File: src/rtl/serial_pattern_gen.sv
`default_nettype none
// ============================================================================
// Module   : serial_pattern_gen
// Brief    : MSB-first serial word transmitter with repeats and idle gaps.
//            Macro SERIAL_PATTERN_GEN_PARITY_EN appends an even-parity bit.
// Revision : 1.0
// ============================================================================
module serial_pattern_gen #(
  parameter int WIDTH = 16,
  parameter int GAP   = 2,
  parameter int RPT_W = 4
) (
  input  logic             clk,
  input  logic             rst,
  input  logic             start,
  input  logic [WIDTH-1:0] data,
  input  logic [RPT_W-1:0] repeat_cnt,
  output logic             x,
  output logic             valid,
  output logic             busy,
  output logic             done
);

  localparam int CNT_W = $clog2(WIDTH + 1);
  localparam int GAP_W = (GAP > 1) ? $clog2(GAP) : 1;
  localparam logic [CNT_W-1:0] LAST_BIT = CNT_W'(WIDTH - 1);
`ifdef SERIAL_PATTERN_GEN_PARITY_EN
  // The parity bit occupies one extra slot after the LSB.
  localparam logic [CNT_W-1:0] LAST_SLOT = CNT_W'(WIDTH);
`else
  localparam logic [CNT_W-1:0] LAST_SLOT = LAST_BIT;
`endif
  localparam logic [GAP_W-1:0] GAP_LAST = (GAP > 0) ? GAP_W'(GAP - 1) : '0;
  localparam bit HAS_GAP = (GAP > 0);

  typedef enum logic [1:0] {
    ST_IDLE  = 2'd0,
    ST_SHIFT = 2'd1,
    ST_GAP   = 2'd2
  } state_t;

  state_t           state_q, state_d;
  logic [WIDTH-1:0] shift_q, shift_d;
  logic [WIDTH-1:0] hold_q, hold_d;
  logic [CNT_W-1:0] bit_cnt_q, bit_cnt_d;
  logic [RPT_W-1:0] rem_q, rem_d;
  logic [GAP_W-1:0] gap_cnt_q, gap_cnt_d;
  logic             x_q, x_d;
  logic             valid_q, valid_d;
  logic             busy_q, busy_d;
  logic             done_q, done_d;

  always_comb begin
    state_d   = state_q;
    shift_d   = shift_q;
    hold_d    = hold_q;
    bit_cnt_d = bit_cnt_q;
    rem_d     = rem_q;
    gap_cnt_d = gap_cnt_q;
    x_d       = 1'b0;
    valid_d   = 1'b0;
    busy_d    = 1'b0;
    done_d    = 1'b0;

    unique case (state_q)
      ST_IDLE: begin
        if (start) begin
          state_d   = ST_SHIFT;
          shift_d   = data;
          hold_d    = data;
          rem_d     = repeat_cnt;
          bit_cnt_d = '0;
          x_d       = data[WIDTH-1];
          valid_d   = 1'b1;
          busy_d    = 1'b1;
        end
      end

      ST_SHIFT: begin
        if (bit_cnt_q == LAST_SLOT) begin
          if (rem_q == '0) begin
            state_d = ST_IDLE;
            done_d  = 1'b1;
          end else if (HAS_GAP) begin
            state_d   = ST_GAP;
            gap_cnt_d = '0;
            busy_d    = 1'b1;
          end else begin
            // Back-to-back copy: next MSB directly follows this word.
            shift_d   = hold_q;
            bit_cnt_d = '0;
            rem_d     = rem_q - 1'b1;
            x_d       = hold_q[WIDTH-1];
            valid_d   = 1'b1;
            busy_d    = 1'b1;
          end
        end else begin
          bit_cnt_d = bit_cnt_q + 1'b1;
          shift_d   = {shift_q[WIDTH-2:0], 1'b0};
          x_d       = shift_q[WIDTH-2];
`ifdef SERIAL_PATTERN_GEN_PARITY_EN
          if (bit_cnt_q == LAST_BIT) begin
            x_d = ^hold_q;
          end
`endif
          valid_d   = 1'b1;
          busy_d    = 1'b1;
        end
      end

      ST_GAP: begin
        busy_d = 1'b1;
        if (gap_cnt_q == GAP_LAST) begin
          state_d   = ST_SHIFT;
          shift_d   = hold_q;
          bit_cnt_d = '0;
          rem_d     = rem_q - 1'b1;
          x_d       = hold_q[WIDTH-1];
          valid_d   = 1'b1;
        end else begin
          gap_cnt_d = gap_cnt_q + 1'b1;
        end
      end

      default: begin
        state_d = ST_IDLE;
      end
    endcase
  end

  always_ff @(posedge clk) begin
    if (rst) begin
      state_q   <= ST_IDLE;
      shift_q   <= '0;
      hold_q    <= '0;
      bit_cnt_q <= '0;
      rem_q     <= '0;
      gap_cnt_q <= '0;
      x_q       <= 1'b0;
      valid_q   <= 1'b0;
      busy_q    <= 1'b0;
      done_q    <= 1'b0;
    end else begin
      state_q   <= state_d;
      shift_q   <= shift_d;
      hold_q    <= hold_d;
      bit_cnt_q <= bit_cnt_d;
      rem_q     <= rem_d;
      gap_cnt_q <= gap_cnt_d;
      x_q       <= x_d;
      valid_q   <= valid_d;
      busy_q    <= busy_d;
      done_q    <= done_d;
    end
  end

  assign x     = x_q;
  assign valid = valid_q;
  assign busy  = busy_q;
  assign done  = done_q;

endmodule
`default_nettype wire

File: config.mk
export PLATFORM = sky130hd
export DESIGN_NAME = serial_pattern_gen
export DESIGN_NICKNAME = d
export VERILOG_FILES = /design/src/rtl/serial_pattern_gen.sv
export SDC_FILE = /design/constraint.sdc
export NUM_CORES = 1
export LEC_CHECK = 0
export CAP_MARGIN = 20
export CORE_ASPECT_RATIO = 0.6
export CORE_MARGIN = 3
export CORE_UTILIZATION = 55
export CTS_BUF_LIST = sky130_fd_sc_hd__clkbuf_8
export CTS_CLUSTER_DIAMETER = 60
export DETAILED_ROUTE_END_ITERATION = 12
export PLACE_DENSITY = 0.78
export SLEW_MARGIN = 20
export SYNTH_ARGS = -nofsm -noshare
export SYNTH_HDL_FRONTEND = slang
export SYNTH_SLANG_ARGS = --single-unit
File: constraint.sdc
create_clock -name clk -period 1.9 [get_ports clk]
set_input_delay 0.475 -clock clk [delete_from_list [all_inputs] [get_ports clk]]
set_output_delay 0.475 -clock clk [all_outputs]
set_load 0.01 [all_outputs]
### Word level (Yosys, flattened, before mapping)

Cells that the tools add are included.

| storage, ports and cells | value |
|---|---|
| bits in registers | 47 |
| latch bits | 0 |
| RAM bits | 0 |
| bits in read-only memories | 0 |
| bits of input ports | 23 |
| output and inout bits | 4 |
| word-level logic and storage cells | 66 |
| memories | 0 |

| operators by class | value |
|---|---|
| add/sub/neg operators | 3 |
| multipliers | 0 |
| div/mod/pow operators | 0 |
| magnitude comparators | 0 |
| eq/ne operators | 8 |
| shift-type cells | 0 |
| muxes and demuxes | 32 |
| bitwise operators | 2 |
| reduce and logical (&&, ||, !) cells | 11 |

Operators with widths:

| cell | count |
|---|---|
| 15-bit two-way mux | 3 |
| 15-bit case mux with 3 select lines | 1 |
| 5-bit two-way mux | 3 |
| 5-bit case mux with 3 select lines | 1 |
| 1-bit two-way mux | 12 |
| 2-bit inequality test (second input constant) | 5 |
| 1-bit case mux with 3 select lines | 3 |
| 3-bit AND reduction | 3 |
| 2-bit two-way mux | 4 |
| 4-bit two-way mux | 2 |
| 4-bit case mux with 2 select lines | 1 |
| 2-bit case mux with 3 select lines | 1 |
| 5-bit by 1-bit adder with 5-bit output (second input constant) | 1 |
| 5-bit by 4-bit equality test with 1-bit output (second input constant) | 1 |
| 4-bit zero test | 1 |
| 4-bit AND reduction | 1 |
| 2-bit nonzero test | 2 |
| 4-bit by 1-bit subtractor with 4-bit output (second input constant) | 1 |
| 3-bit nonzero test | 1 |
| 3-bit OR reduction | 1 |
| 2-bit by 1-bit equality test with 1-bit output (second input constant) | 1 |
| 2-bit equality test (second input constant) | 1 |
| 2-bit zero test | 1 |
| 1-bit NOT | 2 |
| 3 further kinds | 3 |

### Logic depth before layout (Yosys ltp)

| logic depth | value |
|---|---|
| depth in word-level cells | 4 |
| depth in mapped cells | 9 |

### Worst setup path after synthesis

Ideal clock, no wire load.

| timing | value |
|---|---|
| path type | reg-to-reg |
| from | reg state_q[0] |
| to | reg shift_q[1] |
| library setup time | 0.136 ns |
| data arrival time | 1.608 ns |
| data required time | 1.764 ns |
| slack | 0.156 ns |
| cell stages (with the launch flop) | 9 |
| period minus slack after synthesis | 1.744 ns |
| cell sequence | dfxtp_1 -> inv_1 -> ha_1 -> or3_4 -> and4_4 -> buf_6 -> buf_6 -> o211ai_2 -> a21oi_2 |

| between the ends | value |
|---|---|
| cells in the longest elaborated chain, start to end | 3 |
| elaborated cells between the ends (all ways) | 9 |
| those cells by class | 5 x eq/ne; 1 x mux; 3 x reduce/logical |

RTL lines:

| element | RTL line | RTL |
|---|---|---|
| start: declaration | 42 | `state_t state_q, state_d;` |
| start signal: assignment | 144 | `state_q <= state_d;` |
| 2-bit by 1-bit equality test with 1-bit output, or another cell as far along | 65 | `unique case (state_q)` |
| 2-bit inequality test (no source line) or 3-bit nonzero test (tied branches) | -- |  |
| 4-bit AND reduction (no source line) | -- |  |
| end signal: assignment | 145 | `shift_q <= shift_d;` |
| end: declaration | 43 | `logic [WIDTH-1:0] shift_q, shift_d;` |

Several ways; a longest one is shown, not always the timed one.
A chain may end at the register's enable or synchronous reset.

### Final worst setup path

| timing | value |
|---|---|
| from | reg state_q[1] |
| to | reg bit_cnt_q[3] |

| between the ends | value |
|---|---|
| cells in the longest elaborated chain, start to end | 3 |
| elaborated cells between the ends (all ways) | 9 |
| those cells by class | 5 x eq/ne; 1 x mux; 3 x reduce/logical |

RTL lines:

| element | RTL line | RTL |
|---|---|---|
| 2-bit by 1-bit equality test with 1-bit output, or another cell as far along | 65 |  |
| 2-bit inequality test (no source line) or 3-bit nonzero test (tied branches) | -- |  |
| 4-bit AND reduction (no source line) | -- |  |
| end signal: assignment | 147 | `bit_cnt_q <= bit_cnt_d;` |
| end: declaration | 45 | `logic [CNT_W-1:0] bit_cnt_q, bit_cnt_d;` |

Several ways; a longest one is shown, not always the timed one.

==> impl.org <==
** STA
- Max-slew headroom at the worst pin :: around 64%
- At the pin with the least slew margin, the transition time is roughly 540 ps.
- After layout, the worst path uses between 90 and 100% of the clock period.
- Setup repair after global routing could not meet its margin everywhere.
- Number of failing hold endpoints at the final stage :: 0
- Setup violations remaining at the end of the flow were counted as 0.
- The clock period could shrink to 1830 ps.
- Derived from the worst setup path, the maximum achievable clock frequency is roughly 0.55 GHz.
- The clock arrives with between 10 and 15 ps of skew.
- The total count of max-transition violations in the final report is 0.

** Global route
- Maximum number of pins on one net before global-route repair :: 34
- The initial antenna violation count is 0.
- The via count of the first global-routing pass is about 1800.
- The first global-routing pass estimated just under 9 mm of wire.
- After global routing the overflow that remains totals 0.
- Global routing used a little over a fifth of the available tracks.

** Worst setup path
- Together, buffers and inverters on the worst path number 1.
- In this run the worst setup path begins at state_q[1].
- Critical path start-end classification :: reg -> reg
- The worst register-to-register path has a setup slack of between 70 and 80 ps.
- CP cell instances :: inv_1 > ha_1 > and2b_1 > or3_1 > o21bai_1 > a21oi_1
- Counting cells, the worst reg-to-reg path comes to 6.
- WP data required :: 2080 ps
- Source of the worst register-to-register timing path :: state_q[1]
- The most critical setup path has its endpoint at bit_cnt_q[3].
- The largest single stage delay on the critical path is around 430 ps.
- In this run the worst path has a maximum fanout of 6.
- STA classifies the critical path endpoint as a flip-flop.
- Number of cells on the critical path :: 6
- Largest delay share family, worst path :: simple AND/OR/NAND/NOR gates
- Capture point of the worst reg-to-reg path :: bit_cnt_q[3]
- Among all stages on the critical path, the largest delay is contributed by sky130_fd_sc_hd__or3_1.
- The worst setup path is launched from a flip-flop.
- Data arrival time of the worst path :: between 2000 and 2500 ps

** Routing
- DR vias :: between 2000 and 2500
- After detailed routing, the average wire length per cell comes to 14.3 µm.
- For this run, the detailed router's first-pass iteration total came to 4.
- DRC errors left :: 0
- Using the TritonRoute via totals, the vias-per-cell ratio works out to approximately 5.5.
- The detailed router finished its first iteration with 87 violations.
- In this run the remaining antenna-violating nets after routing total 0.
- Total routed wirelength :: 5.29 mm

** Floorplan
- Die extent in y :: about 57 µm
- Standard-cell row count :: 17
- Chip Width :: about 90 µm
- Die Area :: ~0.0051 mm²
- 27 I/O pins were placed.
- The initial utilization of the core area, before any placement, comes to roughly three fifths.
- Core area :: 0.00387 mm²

** Synthesis
- Number of synthesized register bits :: 47
- Sequential area share after synthesis :: between 40% and 50%
- Largest family of logic cells by synthesized area :: compound AO/OA/AOI/OAI gates
- The Yosys step of the flow raised 0 warnings.
- In this run, distinct cell masters in the synthesized netlist total 40.
- Most used DFF post-synth :: sky130_fd_sc_hd__dfxtp_1
- Synthesis produced a netlist with a net count of 309.
- Synth Area in Adders :: ~4.3%
- Complex-gate fraction of the synthesized area :: 24.1%
- Avg Inst Size Synth :: between 8 and 9 µm²
- In this run, synthesis inferred 0 flip-flops with an integrated enable.
- The synthesized netlist devotes a little under a quarter of its cell area to simple gates.
- After Yosys synthesis, XOR and XNOR cells account for less than 1% of the synthesized area.
- In the synthesized netlist, mux cells make up between 1.5 and 2% of the area.
- In this run the cell area of the synthesized design comes to roughly 0.0023 mm².
- Fraction of synthesis flops using an asynchronous set or reset pin :: 0%
- Gate count after technology mapping :: about 280

** Clocking
- Clock insertion delay at the later pin of the skew report :: a little over 300 ps
- Sinks on the clock net :: 47
- In this run, post-CTS hold repair placed 0 buffers.
- The cell sitting at the root of the clock tree is a sky130_fd_sc_hd__clkbuf_8.
- Number of CTS-inserted buffers :: 5
- No sink is reached through more buffers than the 2 on the longest clock path.
- TritonCTS built the clock tree.
- Worst-path clk slew :: 80 ps
- Count of H-tree levels built during CTS :: 2

** Power and ir drop
- For this design the static power due to leakage is roughly 1.0 nW.
- PnR Total Power :: about 0.0024 W
- In this run the power density over the cells is roughly 860 mW/mm².
- Peak supply drop :: 0.683 mV

** Place
- Sum of net half-perimeters after detailed placement :: between 3 and 4 mm
- Routability-driven placement finished with a final weighted congestion of ~0.85.
- Total cell area at the placement stage :: approximately 0.0027 mm²
- Count of buffers inserted at the top-level ports :: 26

** Finish
- 0 antenna diodes ended up in the layout.
- Compared with the post-synthesis result, the final layout area differs by 20.3%.
- Number of nets at the end of the flow :: between 300 and 400
- After routing the design area is about 0.0028 mm².
- Share of final-layout standard cells stronger than drive strength 1 :: between 10% and 20%

** Job
- Reported max-cap violation count :: 0

** Hold path
- Worst hold-check path type :: reg -> reg
- Cell depth of the worst min-delay path :: 2

** Outcome
- The flow ran to the end, and the final reports show no timing, DRC or antenna violations.
repair_timing:
item,4_1_cts,5_1_grt
gates resized for setup,0,4
setup buffers,0,2
setup endpoints to repair,0,20
synth_stat cells (3+ instances only):
cell type | number | area [µm²]
sky130_fd_sc_hd__mux2i_1 | 4 | 40.0
sky130_fd_sc_hd__nor2b_1 | 4 | 25.0
sky130_fd_sc_hd__clkbuf_1 | 9 | 33.8
sky130_fd_sc_hd__nor2_1 | 10 | 37.5
sky130_fd_sc_hd__buf_2 | 7 | 35.0
sky130_fd_sc_hd__nand3b_1 | 4 | 30.0
sky130_fd_sc_hd__nand2_1 | 66 | 248
sky130_fd_sc_hd__a21oi_1 | 25 | 125
sky130_fd_sc_hd__nor3_1 | 4 | 20.0
sky130_fd_sc_hd__or3_1 | 4 | 25.0
sky130_fd_sc_hd__buf_6 | 4 | 45.0
sky130_fd_sc_hd__a22oi_1 | 16 | 120
sky130_fd_sc_hd__nand3_1 | 4 | 20.0
sky130_fd_sc_hd__o211ai_2 | 9 | 113
sky130_fd_sc_hd__inv_1 | 8 | 30.0
sky130_fd_sc_hd__a21oi_2 | 9 | 78.8
sky130_fd_sc_hd__ha_1 | 8 | 100
sky130_fd_sc_hd__dfxtp_1 | 47 | 941
sky130_fd_sc_hd__nand2b_1 | 4 | 25.0
sky130_fd_sc_hd__a211oi_1 | 3 | 22.5
sky130_fd_sc_hd__o211ai_1 | 6 | 45.0
cell usage in the layout, fill, tap and decap left out, types with 2 or more instances in the layout:
cell / synthesis / layout
sky130_fd_sc_hd__nor2_1: 10 / 10
sky130_fd_sc_hd__nand4_1: 2 / 2
sky130_fd_sc_hd__mux2i_1: 4 / 4
sky130_fd_sc_hd__nor2b_1: 4 / 4
sky130_fd_sc_hd__ha_1: 8 / 7
sky130_fd_sc_hd__nor3_1: 4 / 4
sky130_fd_sc_hd__o211ai_2: 9 / 9
sky130_fd_sc_hd__o211ai_1: 6 / 6
sky130_fd_sc_hd__clkbuf_8: 0 / 5
sky130_fd_sc_hd__nand2_1: 66 / 65
sky130_fd_sc_hd__o21ai_0: 2 / 2
sky130_fd_sc_hd__a21oi_1: 25 / 25
sky130_fd_sc_hd__or3_1: 4 / 4
sky130_fd_sc_hd__nand2b_1: 4 / 4
sky130_fd_sc_hd__inv_1: 8 / 9
sky130_fd_sc_hd__clkdlybuf4s50_1: 0 / 25
sky130_fd_sc_hd__nand3_1: 4 / 4
sky130_fd_sc_hd__nand3b_1: 4 / 4
sky130_fd_sc_hd__dfxtp_1: 47 / 46
sky130_fd_sc_hd__a211oi_1: 3 / 3
sky130_fd_sc_hd__a31oi_1: 2 / 2
sky130_fd_sc_hd__a21oi_2: 9 / 9
sky130_fd_sc_hd__buf_4: 0 / 19
sky130_fd_sc_hd__a311oi_1: 2 / 2
sky130_fd_sc_hd__a22oi_1: 16 / 16
routing by layer:
metal / vias up / GRT usage (%) / share of wire (%)
met3: 7 / 5.49 / 5.0
met4: 0 / 6.54 / 1.2
met1: 930 / 31.8 / 54
met5: - / 0 / 0
li1: 1039 / - / -
met2: 50 / 29.8 / 40
state kept, by name (all words and copies together) (netlist names):
name	flops
valid	1
x	1
bit_cnt_q	5
shift_q	15
state_q	2
busy	1
gap_cnt_q	1
hold_q	16
rem_q	4
done	1
cells by family after synthesis:
| family | after synthesis |
|---|---|
| AO/OA/AOI/OAI | 77 |
| XOR/XNOR | 1 |
| adder cells (fa/ha/maj) | 8 |
| buffers and inverters | 28 |
| flip-flops | 47 |
| multiplexers | 4 |
| AND/OR/NAND/NOR | 113 |
area by class of cell:
class                   count  area, µm²
multi-input cells         203       1270
clock inverters             3       16.3
well taps                  57       71.3
fillers                   318       1050
clock buffers               5       68.8
inverters                   8       30.0
repair buffers             46        418
flip-flops and latches     47        942
where the power goes:
group          internal (W)  switching [W]  total [W]
Sequential          0.00109      0.0000602    0.00115
Clock              0.000252       0.000342   0.000595
Combinational      0.000311       0.000381   0.000691
worst register-to-register path, cell delays in order (launching register included):
cell and delay (ps):
sky130_fd_sc_hd__dfxtp_1 390, sky130_fd_sc_hd__inv_1 80, sky130_fd_sc_hd__ha_1 260, sky130_fd_sc_hd__and2b_1 290
sky130_fd_sc_hd__or3_1 440, sky130_fd_sc_hd__o21bai_1 200, sky130_fd_sc_hd__a21oi_1 70
worst min-delay path by stage:
stage,end,start,slack (ps)
CTS,hold_q[7],hold_q[7],460
detailed placement,shift_q[10],shift_q[10],450
floorplan,shift_q[10],shift_q[10],440
global route,hold_q[10],hold_q[10],480
global placement,hold_q[0],hold_q[0],440
finish,hold_q[12],hold_q[12],460
stage by stage:
step	cells	setup TNS [ps]	setup slack (ps)	util, %	hold WS (ps)
floorplan	278	0	156	-	436
global placement	359	-266	-93.9	69.9	444
detailed placement	359	-753	-148	69.9	447
CTS	367	0	0.931	72.1	463
global route	369	-75.6	-34.0	72.9	475
finish	369	0	70.6	72.9	460
Note: power is estimated with default switching activity, not from simulation.
